## config.mk

```make
export PLATFORM = sky130hd
export DESIGN_NAME = ring_rdout_sched_flat
export DESIGN_NICKNAME = d
export VERILOG_FILES = /design/src/rtl/ring_rdout_pkg.sv /design/src/rtl/ring_rdout_sched_if.sv /design/src/rtl/ring_rdout_cnt.sv /design/src/rtl/ring_rdout_sched.sv /design/src/flat_wrapper.sv
export SDC_FILE = /design/constraint.sdc
export NUM_CORES = 1
export LEC_CHECK = 0
export CAP_MARGIN = 40
export CORE_ASPECT_RATIO = 0.75
export CORE_MARGIN = 10
export CORE_UTILIZATION = 40
export CTS_CLUSTER_DIAMETER = 50
export DETAILED_ROUTE_END_ITERATION = 8
export HOLD_SLACK_MARGIN = 0.02
export PLACE_DENSITY = 0.75
export SLEW_MARGIN = 10
export SYNTH_ARGS = -nofsm -noshare
export SYNTH_HDL_FRONTEND = slang
export SYNTH_SLANG_ARGS = --single-unit
```

## constraint.sdc

```tcl
create_clock -name CLK -period 2.4 [get_ports CLK]
set_input_delay 0.48 -clock CLK [delete_from_list [all_inputs] [get_ports CLK]]
set_output_delay 0.48 -clock CLK [all_outputs]
set_load 0.1 [all_outputs]
```

## src/rtl/ring_rdout_pkg.sv

```systemverilog
// Shared types and constants for the ring-buffer readout scheduler.
package ring_rdout_pkg;

  localparam int unsigned RD_LAT = 2;
  localparam int unsigned CH_W   = 3;
  localparam int unsigned SMP_W  = 7;

  typedef enum logic [3:0] {
    IDLE   = 4'd0,
    LOAD   = 4'd1,
    WAIT   = 4'd2,
    READ   = 4'd3,
    NXT_CH = 4'd4,
    POP    = 4'd5
  } evt_state_e;

  // One slot of the RD -> DATA_PUSH delay line
  typedef struct packed {
    logic            vld;
    logic [CH_W-1:0] ch;
    logic            last;
  } push_t;

endpackage

```

## src/rtl/ring_rdout_sched_if.sv

```systemverilog
// Control/status bundle between the readout scheduler and the ring buffers / event FIFO.
interface ring_rdout_sched_if #(
  parameter int unsigned NCH = 6
);
  logic [6:0]     SAMP_MAX;
  logic [NCH-1:0] L1A_MT;
  logic [NCH-1:0] RING_AMT;
  logic           EVT_BUF_AFL;
  logic [NCH-1:0] LD_ADDR;
  logic [NCH-1:0] RD;
  logic           NXT_L1A;
  logic           DATA_PUSH;
  logic [2:0]     DATA_CH;
  logic           LAST_WRD;
  logic           BUSY;
  logic [3:0]     EVT_STATE;

  modport master (
    input  SAMP_MAX, L1A_MT, RING_AMT, EVT_BUF_AFL,
    output LD_ADDR, RD, NXT_L1A, DATA_PUSH, DATA_CH, LAST_WRD, BUSY, EVT_STATE
  );

  modport slave (
    output SAMP_MAX, L1A_MT, RING_AMT, EVT_BUF_AFL,
    input  LD_ADDR, RD, NXT_L1A, DATA_PUSH, DATA_CH, LAST_WRD, BUSY, EVT_STATE
  );
endinterface

```

## src/rtl/ring_rdout_cnt.sv

```systemverilog
// Sample/word position counters for one channel's readout, with last-word detect.
module ring_rdout_cnt
  import ring_rdout_pkg::*;
#(
  parameter int unsigned WPS = 16
) (
  input  logic             clk,
  input  logic             rst_n,
  input  logic             inc,
  input  logic             clr,
  input  logic [SMP_W-1:0] smax,
  output logic             last_c
);
  localparam int unsigned WRD_W = $clog2(WPS);

  logic [SMP_W-1:0] smp;
  logic [WRD_W-1:0] wrd;
  logic             wrd_end_c;

  assign wrd_end_c = (wrd == WRD_W'(WPS - 1));
  assign last_c    = wrd_end_c && (smp == (smax - SMP_W'(1)));

  always_ff @(posedge clk or negedge rst_n) begin
    if (!rst_n) begin
      smp <= '0;
      wrd <= '0;
    end else if (clr) begin
      smp <= '0;
      wrd <= '0;
    end else if (inc) begin
      if (wrd_end_c) begin
        wrd <= '0;
        smp <= smp + SMP_W'(1);
      end else begin
        wrd <= wrd + WRD_W'(1);
      end
    end
  end

endmodule

```

## src/rtl/ring_rdout_sched.sv

```systemverilog
// Serves each L1A event from all ring-buffer channels, in channel order, into the shared event FIFO.
module ring_rdout_sched
  import ring_rdout_pkg::*;
#(
  parameter int unsigned NCH = 6,
  parameter int unsigned WPS = 16
) (
  input  logic                CLK,
  input  logic                RST_N,
  ring_rdout_sched_if.master  bus
);
  evt_state_e       state, state_nxt;
  logic [CH_W-1:0]  ch, ch_nxt;
  logic [SMP_W-1:0] smax, smax_nxt;
  logic             cnt_inc, cnt_clr, last_c, stall_c;
  logic [NCH-1:0]   ch_oh;
  push_t            push_in;
  push_t            pipe [RD_LAT];

  assign ch_oh   = NCH'(1) << ch;
  assign stall_c = bus.RING_AMT[ch] | bus.EVT_BUF_AFL;

  ring_rdout_cnt #(.WPS(WPS)) u_cnt (
    .clk    (CLK),
    .rst_n  (RST_N),
    .inc    (cnt_inc),
    .clr    (cnt_clr),
    .smax   (smax),
    .last_c (last_c)
  );

  always_ff @(posedge CLK or negedge RST_N) begin
    if (!RST_N) begin
      state <= IDLE;
      ch    <= '0;
      smax  <= '0;
    end else begin
      state <= state_nxt;
      ch    <= ch_nxt;
      smax  <= smax_nxt;
    end
  end

  // Next state and strobes; RD is gated in the same cycle a stall condition appears
  always_comb begin
    state_nxt   = state;
    ch_nxt      = ch;
    smax_nxt    = smax;
    cnt_inc     = 1'b0;
    cnt_clr     = 1'b0;
    bus.LD_ADDR = '0;
    bus.RD      = '0;
    bus.NXT_L1A = 1'b0;
    unique case (state)
      IDLE: begin
        if (bus.L1A_MT == '0) begin
          state_nxt = LOAD;
          ch_nxt    = '0;
          smax_nxt  = bus.SAMP_MAX;
        end
      end
      LOAD: begin
        bus.LD_ADDR = ch_oh;
        cnt_clr     = 1'b1;
        state_nxt   = (smax == '0) ? NXT_CH : WAIT;
      end
      WAIT: begin
        if (!stall_c) state_nxt = READ;
      end
      READ: begin
        if (stall_c) begin
          state_nxt = WAIT;
        end else begin
          bus.RD  = ch_oh;
          cnt_inc = 1'b1;
          if (last_c) state_nxt = NXT_CH;
        end
      end
      NXT_CH: begin
        if (ch == CH_W'(NCH - 1)) begin
          state_nxt = POP;
        end else begin
          ch_nxt    = ch + CH_W'(1);
          state_nxt = LOAD;
        end
      end
      POP: begin
        bus.NXT_L1A = 1'b1;
        state_nxt   = IDLE;
      end
      default: state_nxt = IDLE;
    endcase
  end

  assign push_in.vld  = cnt_inc;
  assign push_in.ch   = ch;
  assign push_in.last = cnt_inc & last_c & (ch == CH_W'(NCH - 1));

  // Delay line matching the ring BRAM read latency
  always_ff @(posedge CLK or negedge RST_N) begin
    if (!RST_N) begin
      for (int i = 0; i < int'(RD_LAT); i++) pipe[i] <= '0;
    end else begin
      pipe[0] <= push_in;
      for (int i = 1; i < int'(RD_LAT); i++) pipe[i] <= pipe[i-1];
    end
  end

  assign bus.DATA_PUSH = pipe[RD_LAT-1].vld;
  assign bus.DATA_CH   = pipe[RD_LAT-1].ch;
  assign bus.LAST_WRD  = pipe[RD_LAT-1].last;
  assign bus.BUSY      = (state != IDLE);
  assign bus.EVT_STATE = 4'(state);

endmodule
```

## src/flat_wrapper.sv

```systemverilog
// flat-port wrapper written by rule: the top's interface ports become plain ports
module ring_rdout_sched_flat import ring_rdout_pkg::*;
#(
  parameter int unsigned NCH = 6,
  parameter int unsigned WPS = 16
)
  (CLK, RST_N, bus_SAMP_MAX, bus_L1A_MT, bus_RING_AMT, bus_EVT_BUF_AFL, bus_LD_ADDR, bus_RD, bus_NXT_L1A, bus_DATA_PUSH, bus_DATA_CH, bus_LAST_WRD, bus_BUSY, bus_EVT_STATE);
  ring_rdout_sched_if #(.NCH(NCH)) bus_i ();
  input  logic CLK;
  input  logic RST_N;
  input wire logic [$bits(bus_i.SAMP_MAX)-1:0] bus_SAMP_MAX;
  input wire logic [$bits(bus_i.L1A_MT)-1:0] bus_L1A_MT;
  input wire logic [$bits(bus_i.RING_AMT)-1:0] bus_RING_AMT;
  input wire logic [$bits(bus_i.EVT_BUF_AFL)-1:0] bus_EVT_BUF_AFL;
  output wire logic [$bits(bus_i.LD_ADDR)-1:0] bus_LD_ADDR;
  output wire logic [$bits(bus_i.RD)-1:0] bus_RD;
  output wire logic [$bits(bus_i.NXT_L1A)-1:0] bus_NXT_L1A;
  output wire logic [$bits(bus_i.DATA_PUSH)-1:0] bus_DATA_PUSH;
  output wire logic [$bits(bus_i.DATA_CH)-1:0] bus_DATA_CH;
  output wire logic [$bits(bus_i.LAST_WRD)-1:0] bus_LAST_WRD;
  output wire logic [$bits(bus_i.BUSY)-1:0] bus_BUSY;
  output wire logic [$bits(bus_i.EVT_STATE)-1:0] bus_EVT_STATE;
  assign bus_i.SAMP_MAX = bus_SAMP_MAX;
  assign bus_i.L1A_MT = bus_L1A_MT;
  assign bus_i.RING_AMT = bus_RING_AMT;
  assign bus_i.EVT_BUF_AFL = bus_EVT_BUF_AFL;
  assign bus_LD_ADDR = bus_i.LD_ADDR;
  assign bus_RD = bus_i.RD;
  assign bus_NXT_L1A = bus_i.NXT_L1A;
  assign bus_DATA_PUSH = bus_i.DATA_PUSH;
  assign bus_DATA_CH = bus_i.DATA_CH;
  assign bus_LAST_WRD = bus_i.LAST_WRD;
  assign bus_BUSY = bus_i.BUSY;
  assign bus_EVT_STATE = bus_i.EVT_STATE;
  ring_rdout_sched #(.NCH(NCH), .WPS(WPS)) u_core (.CLK(CLK), .RST_N(RST_N), .bus(bus_i));
endmodule
```

==> summary by stage, run 1 <==
Run status
The flow ran to the end, but the final reports show violations. The final reports fail on setup timing.

GRT
In the global route stage, overall resource usage came out at between 10% and 20%. The number of global-route vias before repair is approximately 1600. The first global-routing pass estimated 7.914 mm of wire. The pin count of the biggest net entering global routing is 35.

The initial antenna violation count is 0. The remaining global-route overflow is 0.

STA
Setup slack on the critical path of the routed design comes to -150.7 ps. The final count of negative-setup-slack endpoints is 8. The final count of hold timing violations is 0.

Setup repair after global routing could not meet its margin everywhere. Derived from the worst setup path, the maximum achievable clock frequency is ~0.39 GHz. The worst-case clock skew is 7.862 ps. The final critical-path required period is ~2600 ps. In the finished design, the share of the clock period the worst path needs comes to 106.3%. The max-slew violation count was 0.

Layout
The sequential standard cell area is ~860 um2. In the layout the commonest cells are dfrtp_1 (30), nand2_1 (22), buf_4 (21). The count of inserted antenna diode cells is 0.

The count of non-filler cells in the finished layout is approximately 300. The net count reported at finish is ~270. The footprint of the multi-input gates is between 1000 and 1500 um2. The share of layout cells above drive strength 1 is 34.84%. The synthesis-to-finish area growth is 53.44%.

Leaving out fill and tap cells, the most frequent cell in the layout is dfrtp_1. The number of fill cells in the layout is 347.

Clock network
After clock tree synthesis, the flow added hold-fix buffers numbering 0. For this design, the sink count on the clock tree is 34. The CTS tree is yes. The later-pin clock latency in the skew report is ~300 ps. In this run the clock root is driven by a clkbuf_8. The number of buffers on the longest clock path is 2.

Counting the buffers created by CTS gives 5. The H-tree was split into 2 levels. The clock-pin transition on the worst setup and hold timing paths is around 70 ps.

Floorplanning
The total number of placement rows is 21. The die covers 7795 um2. For this configuration, the core starts out at a cell density of between 40% and 50%. 45 I/O pins were placed. The core region is ~4500 um2. The vertical die dimension is 79.01 um. The floorplan die width is between 90 and 100 um.

Synth
The proportion of synthesized flip-flops having asynchronous set or reset is 100.0%. Yosys mapped the design onto 46 distinct sky130hd cell types. In this run, synthesis inferred 0 flip-flops with an integrated enable.

The synthesized instance count is 188. The post-synth design cell area is 1857 um2. The count of yosys warnings during synthesis is 0.

Sequential elements use a little under half of the synthesized area. The synthesized design devotes to its leading area cell type around 46% of total area. The average instance in the mapped netlist occupies 9.876 um2. By area the synthesized netlist is led by dfrtp_1 (46%), ha_1 (6.1%), mux2_2 (4.9%), nand2_1 (4.6%), nor2_1 (3.2%). The leading register cell type out of synthesis is dfrtp_1. Summed over all instances, the cell type with the most area after synthesis is dfrtp_1. The number of nets handed over by synthesis was around 220. Counting flops and latches in the post-synthesis netlist gives 34.

Setup path
STA classifies the critical path endpoint as an output pin. The path length in cells of the critical path is 6. The required time at the endpoint of the critical path is between 1500 and 2000 ps. The cell class contributing the biggest share of worst-path delay is multiplexers. In this run the worst path has a maximum fanout of 5. The worst setup path is of the flop to output pin kind. The cell type of the slowest stage on the worst timing path is mux4_2. The buffer and inverter count on the worst path is 2. Data on the critical path arrives at its endpoint at approximately 2100 ps.

The number of cells traversed by the worst register-to-register path is 8. The most common cell type on the critical path is buf_12. The peak per-stage delay on the critical path is 520 ps. Walking the worst path, the cells encountered are mux4_2 > a221oi_4 > nand2b_4 > buf_12 > nor2_4 > buf_12. STA classifies the critical path startpoint as a flop.

Place
After detailed placement, the design holds a cell count of slightly below 300. At the end of routability-driven placement, the weighted congestion stood at roughly 0.74. The post-DP HPWL is roughly 3.4 mm. The number of port buffers is 43.

OpenSTA, run right after detailed placement, puts the worst setup slack at -385.9 ps.

Detailed routing
The via total after detailed routing is approximately 1600. The routed design has roughly 4.8 mm of wire. The first-pass iteration count of the detailed router is 4. In the final routed layout, each cell accounts on average for 15.82 um. The detailed router finished its first iteration with 107 violations. After detailed routing, the number of remaining DRC violations is 0. The detailed-route vias per instance is approximately 5.2. The final antenna-violating net count is 0.

Power and ir drop
In this run the static leakage power is about 1.3 nW. The total power per unit cell area is between 1000 and 1500 nW/um2. The worst-case IR drop observed on VDD is between 0.0007 and 0.0008 V.

Min path
The tightest min-delay check is of the flop to flop type. The number of stages on the worst hold path is 0.

Flow run
The total of max-cap violations is 0.
[timing repair]
action	in CTS	in global routing
gates resized for setup	8	14
endpoints found under the setup margin	10	12
endpoints found under the hold margin	0	0
buffers inserted	1	3
pin swaps	6	10
[power by group]
group / internal, mW / switching, mW
clock: 0.443 / 0.227
sequential: 0.728 / 0.144
combinational: 0.536 / 1.03
total: 1.71 / 1.41
[sequential cells by signal, indices dropped and copies added, names as in the netlist]
register,count
u_core.u_cnt.wrd,4
u_core.u_cnt.smp,7
u_core.ch,3
u_core.smax,7
u_core.bus.LAST_WRD,1
u_core.bus.DATA_CH,3
u_core.bus.DATA_PUSH,1
u_core.pipe,5
u_core.bus.EVT_STATE,3
[path summary, 6_finish.rpt]
kind,end,from,slack [ps]
setup / recovery,bus_RD[2],u_core.ch[0],-150
hold / removal,u_core.bus.DATA_CH[1],u_core.pipe[7],350
setup reg to reg,u_core.u_cnt.smp[4],u_core.ch[0],-20
hold reg to reg,u_core.bus.DATA_CH[1],u_core.pipe[7],350
max in group asynchronous,u_core.bus.EVT_STATE[1],RST_N,1450
min in group asynchronous,u_core.u_cnt.wrd[0],RST_N,590
[layer usage]
layer	wire length (um)	global-route usage, %
met5	0	0
met2	2177	19.08
met1	2125	15.26
met4	76	4.429
met3	383	5.104
[synth_stat cells, types with 3 or more instances]
library cell  number
dfrtp_1           34
nand2_1           23
nor3_1             4
inv_1              7
or4_1              3
xnor2_1            4
and2_1             3
or3_1              4
ha_1               9
clkbuf_1           5
o21ai_0            7
buf_4              4
a21oi_1            6
xor2_1             6
nand2b_1           5
nand3_1            4
mux2_2             8
nor2_1            16
mux2i_1            3
nand4_1            4
[final cells by class]
class / instances / share of cell area [%]
clock buffer: 6 / 2.899
sequential: 34 / 30.22
timing repair buffer: 59 / 24.29
inverter: 8 / 1.054
multi-input combinational: 135 / 36.93
tap: 57 / 2.503
clock inverter: 2 / 2.108
[cell families (layout without fill, tap and decap cells)]
kind of cell | count (synthesis) | in the layout | synth area share, %
AO/OA/AOI/OAI | 27 | 27 | 9.772
XOR/XNOR | 10 | 10 | 4.717
multiplexers | 12 | 12 | 7.682
adder cells (fa/ha/maj) | 9 | 9 | 6.065
AND/OR/NAND/NOR | 76 | 76 | 20.62
buffers and inverters | 19 | 75 | 5.121
other | 1 | 1 | 0.2020
flip-flops | 34 | 34 | 45.82
[per-stage QoR]
stage	area (um2)	TNS (ps)	total power, mW	hold slack [ps]	utilization [%]
after global placement	2605	-3654	2.341	331.5	58.32
after global routing	2849	-1776	3.278	366.9	63.78
final	2849	-824.2	3.112	350.9	63.78
after detailed placement	2605	-4385	2.369	335.6	58.32
after floorplan	1987	-1053	2.027	184.4	-
after CTS	2756	-1309	3.045	352.9	61.71
Power figures use the tool's default switching activity.
==> run 2, diff against run 1 <==
Settings changed: SETUP_SLACK_MARGIN set to 0.02.
==> summary by stage, run 2 (synthesis results as in run 1) <==
Setup path
For this design, the slowest cell found on the critical path is mux4_2. The arrival time at the worst endpoint is 2060 ps (about the same). The worst setup path is launched from an input port. The most common cell type on the critical path is buf_12. Traced cell by cell, the critical path runs through dlygate4sd2_1 > mux4_2 > a221oi_4 > nand2b_4 > buf_12 > nor2_4 > buf_12. The start-to-end type of the worst setup path is input port to output pin.

STA classifies the critical path endpoint as an output pin. The cell class contributing the biggest share of worst-path delay is buffers and inverters. The buffer and inverter count on the worst path is 3 (+1). The peak per-stage delay on the critical path is 470 ps (-50 ps). The peak fanout along the critical path is 5 (unchanged). The required time at the endpoint of the critical path is 1920 ps (about the same).

Clock network
The tree is rooted in a clkbuf_8. The clock sink total was 34 (unchanged). The number of buffers created by CTS was 5 (unchanged). The CTS H-tree depth is 2 (unchanged).

The CTS tree is yes. The number of buffers on the longest clock path is 2 (unchanged). The later-pin clock latency in the skew report is 290 ps (about the same).

The clock-pin transition on the worst setup and hold timing paths came to 70 ps (about the same).

Floorplanning
The die outline area is 7795 um2 (unchanged). The vertical die dimension is 79.01 um (unchanged). The count of pins on the block boundary is 45 (unchanged). The initial standard-cell utilization of the core came to 41.57% (unchanged).

The total number of placement rows is 21 (unchanged). The floorplan die width is 98.67 um (unchanged). The placeable core area is 4467 um2 (unchanged).

Detailed routing
The routed wire length per instance is 15.63 um (-1.2%). The number of violations reported at the end of detailed-routing iteration 0 is 85 (-21%). The final antenna-violating net count was 0 (unchanged). The first-pass iteration count of the detailed router is 4 (unchanged).

The via total after detailed routing is 1561 (unchanged). The detailed-route vias per instance came to 5.203 (+0.33%). The number of remaining DRC errors is 0 (unchanged).

The detailed-route wire length is 4.688 mm (-1.6%).

STA
Setup repair after global routing could not meet its margin everywhere. The max-slew violation count is 0 (unchanged). The worst setup slack after layout is -144.6 ps (+6.048 ps). The final count of hold timing violations was 0 (unchanged). The final critical-path required period came to 2545 ps (-6.048 ps). The highest achievable clock rate is 0.3930 GHz (+0.24%). The post-route worst hold slack is 350.8 ps (-0.1060 ps). The final count of negative-setup-slack endpoints is 7 (-1). The worst-case clock skew is 7.995 ps (+0.1331 ps).

The post-route clock period utilization was 106.0% (-0.25 points).

Layout
The share of layout cells above drive strength 1 came to 34.16% (-0.68 points). The most common cell after layout, fill and taps aside is dfrtp_1. The net count reported at finish is 273 (-0.36%). The final instance area is 2835 um2 (-0.48%). The largest registers in the layout are u_core.smax (7), u_core.u_cnt.smp (7), u_core.pipe (5).

In the layout the commonest cells are dfrtp_1 (30), nand2_1 (22), buf_4 (20). The count of inserted antenna diode cells is 0 (unchanged). Relative to the synthesized area, the layout overhead comes to 52.70%.

GRT
The pin count of the biggest net entering global routing was 35 (unchanged). The initial antenna violation count is 0 (unchanged). The remaining global-route overflow is 0 (unchanged). The wire length of the first global-routing pass is 7.914 mm (unchanged). The total routing usage reported by global routing is 12.38% (unchanged). The number of global-route vias before repair was 1593 (+0.063%).

Power and ir drop
The leakage power summed over all cells is 1.280 nW (-0.47%). The maximum vdd drop was 0.0007091 V (-0.48%). The total power per unit cell area was 1089 nW/um2 (-0.31%).

Min path
In this run the worst hold path is classified as flop to flop.

Place
The placement-stage cell area is 2605 um2 (unchanged). The number of port buffers is 43 (unchanged). The post-DP HPWL is 3.367 mm (unchanged). The last weighted congestion value of the routability-driven placer is 0.7376 (unchanged).

Run status
The final reports fail on setup timing. The run finished, with violations left.

Flow run
The total of max-cap violations came to 0 (unchanged).
[run 2: changes by cell type in the layout (fill, tap and decap cells not counted)]
cell      change
a221oi_1      +1
buf_4         -1
a221oi_2      -1
[run 2: cell type report]
type / count / area (um2)
Fill cell: 352 / 1632
Clock inverter: 2 / 60.06
Tap cell: 57 / 71.32
Sequential cell: 34 / 860.8
Clock buffer: 6 / 82.58
Timing Repair Buffer: 58 / 684.4
Inverter: 8 / 30.03
Multi-Input combinational cell: 135 / 1046
[run 2: path summary, 6_finish.rpt]
kind                       slack (ps)  cells past startpoint                       to       startpoint
hold reg to reg                   350                      0    u_core.bus.DATA_CH[1]   u_core.pipe[7]
min in group asynchronous         590                      2      u_core.u_cnt.wrd[0]            RST_N
hold / removal                    350                      0    u_core.bus.DATA_CH[1]   u_core.pipe[7]
setup reg to reg                  -20                      8      u_core.u_cnt.smp[4]     u_core.ch[0]
max in group asynchronous        1450                      2  u_core.bus.EVT_STATE[1]            RST_N
setup / recovery                 -140                      7                bus_RD[2]  bus_RING_AMT[0]
[run 2: power breakdown]
group	switching (mW)	internal, mW	leakage (nW)
clock	0.221	0.443	0.0714
combinational	1.03	0.527	0.760
sequential	0.143	0.728	0.448
total	1.39	1.70	1.28
[run 2: timing repair]
action | in CTS | in global routing
endpoints found under the setup margin | 11 | 18
resized for setup | 8 | 13
hold buffers | 0 | 0
pin swaps | 6 | 11
setup buffers | 1 | 2
[run 2: metrics by stage]
step / cells / utilization (%) / TNS [ps] / setup slack (ps) / total power, mW
finish: 300 / 63.47 / -782.9 / -144.6 / 3.088
global route: 300 / 63.47 / -1761 / -237.1 / 3.263
CTS: 298 / 61.71 / -1309 / -246.2 / 3.045
detailed placement: 289 / 58.32 / -4385 / -385.9 / 2.369
global placement: 289 / 58.32 / -3654 / -334.0 / 2.341
floorplan: 188 / - / -1053 / -207.4 / 2.027
[run 2: metal layers]
metal | routed length [um] | GRT usage (%) | up-vias
met1 | 2108 | 15.26 | 743
li1 | - | - | 758
met4 | 59 | 4.429 | 0
met3 | 347 | 5.104 | 6
met5 | 0 | 0 | -
met2 | 2171 | 19.08 | 54
==> run 3, diff against run 2 <==
Settings changed: CAP_MARGIN 40 to 5.
==> results of run 3 <==
The final DEF is identical to that of run 2; final timing and power are the same.
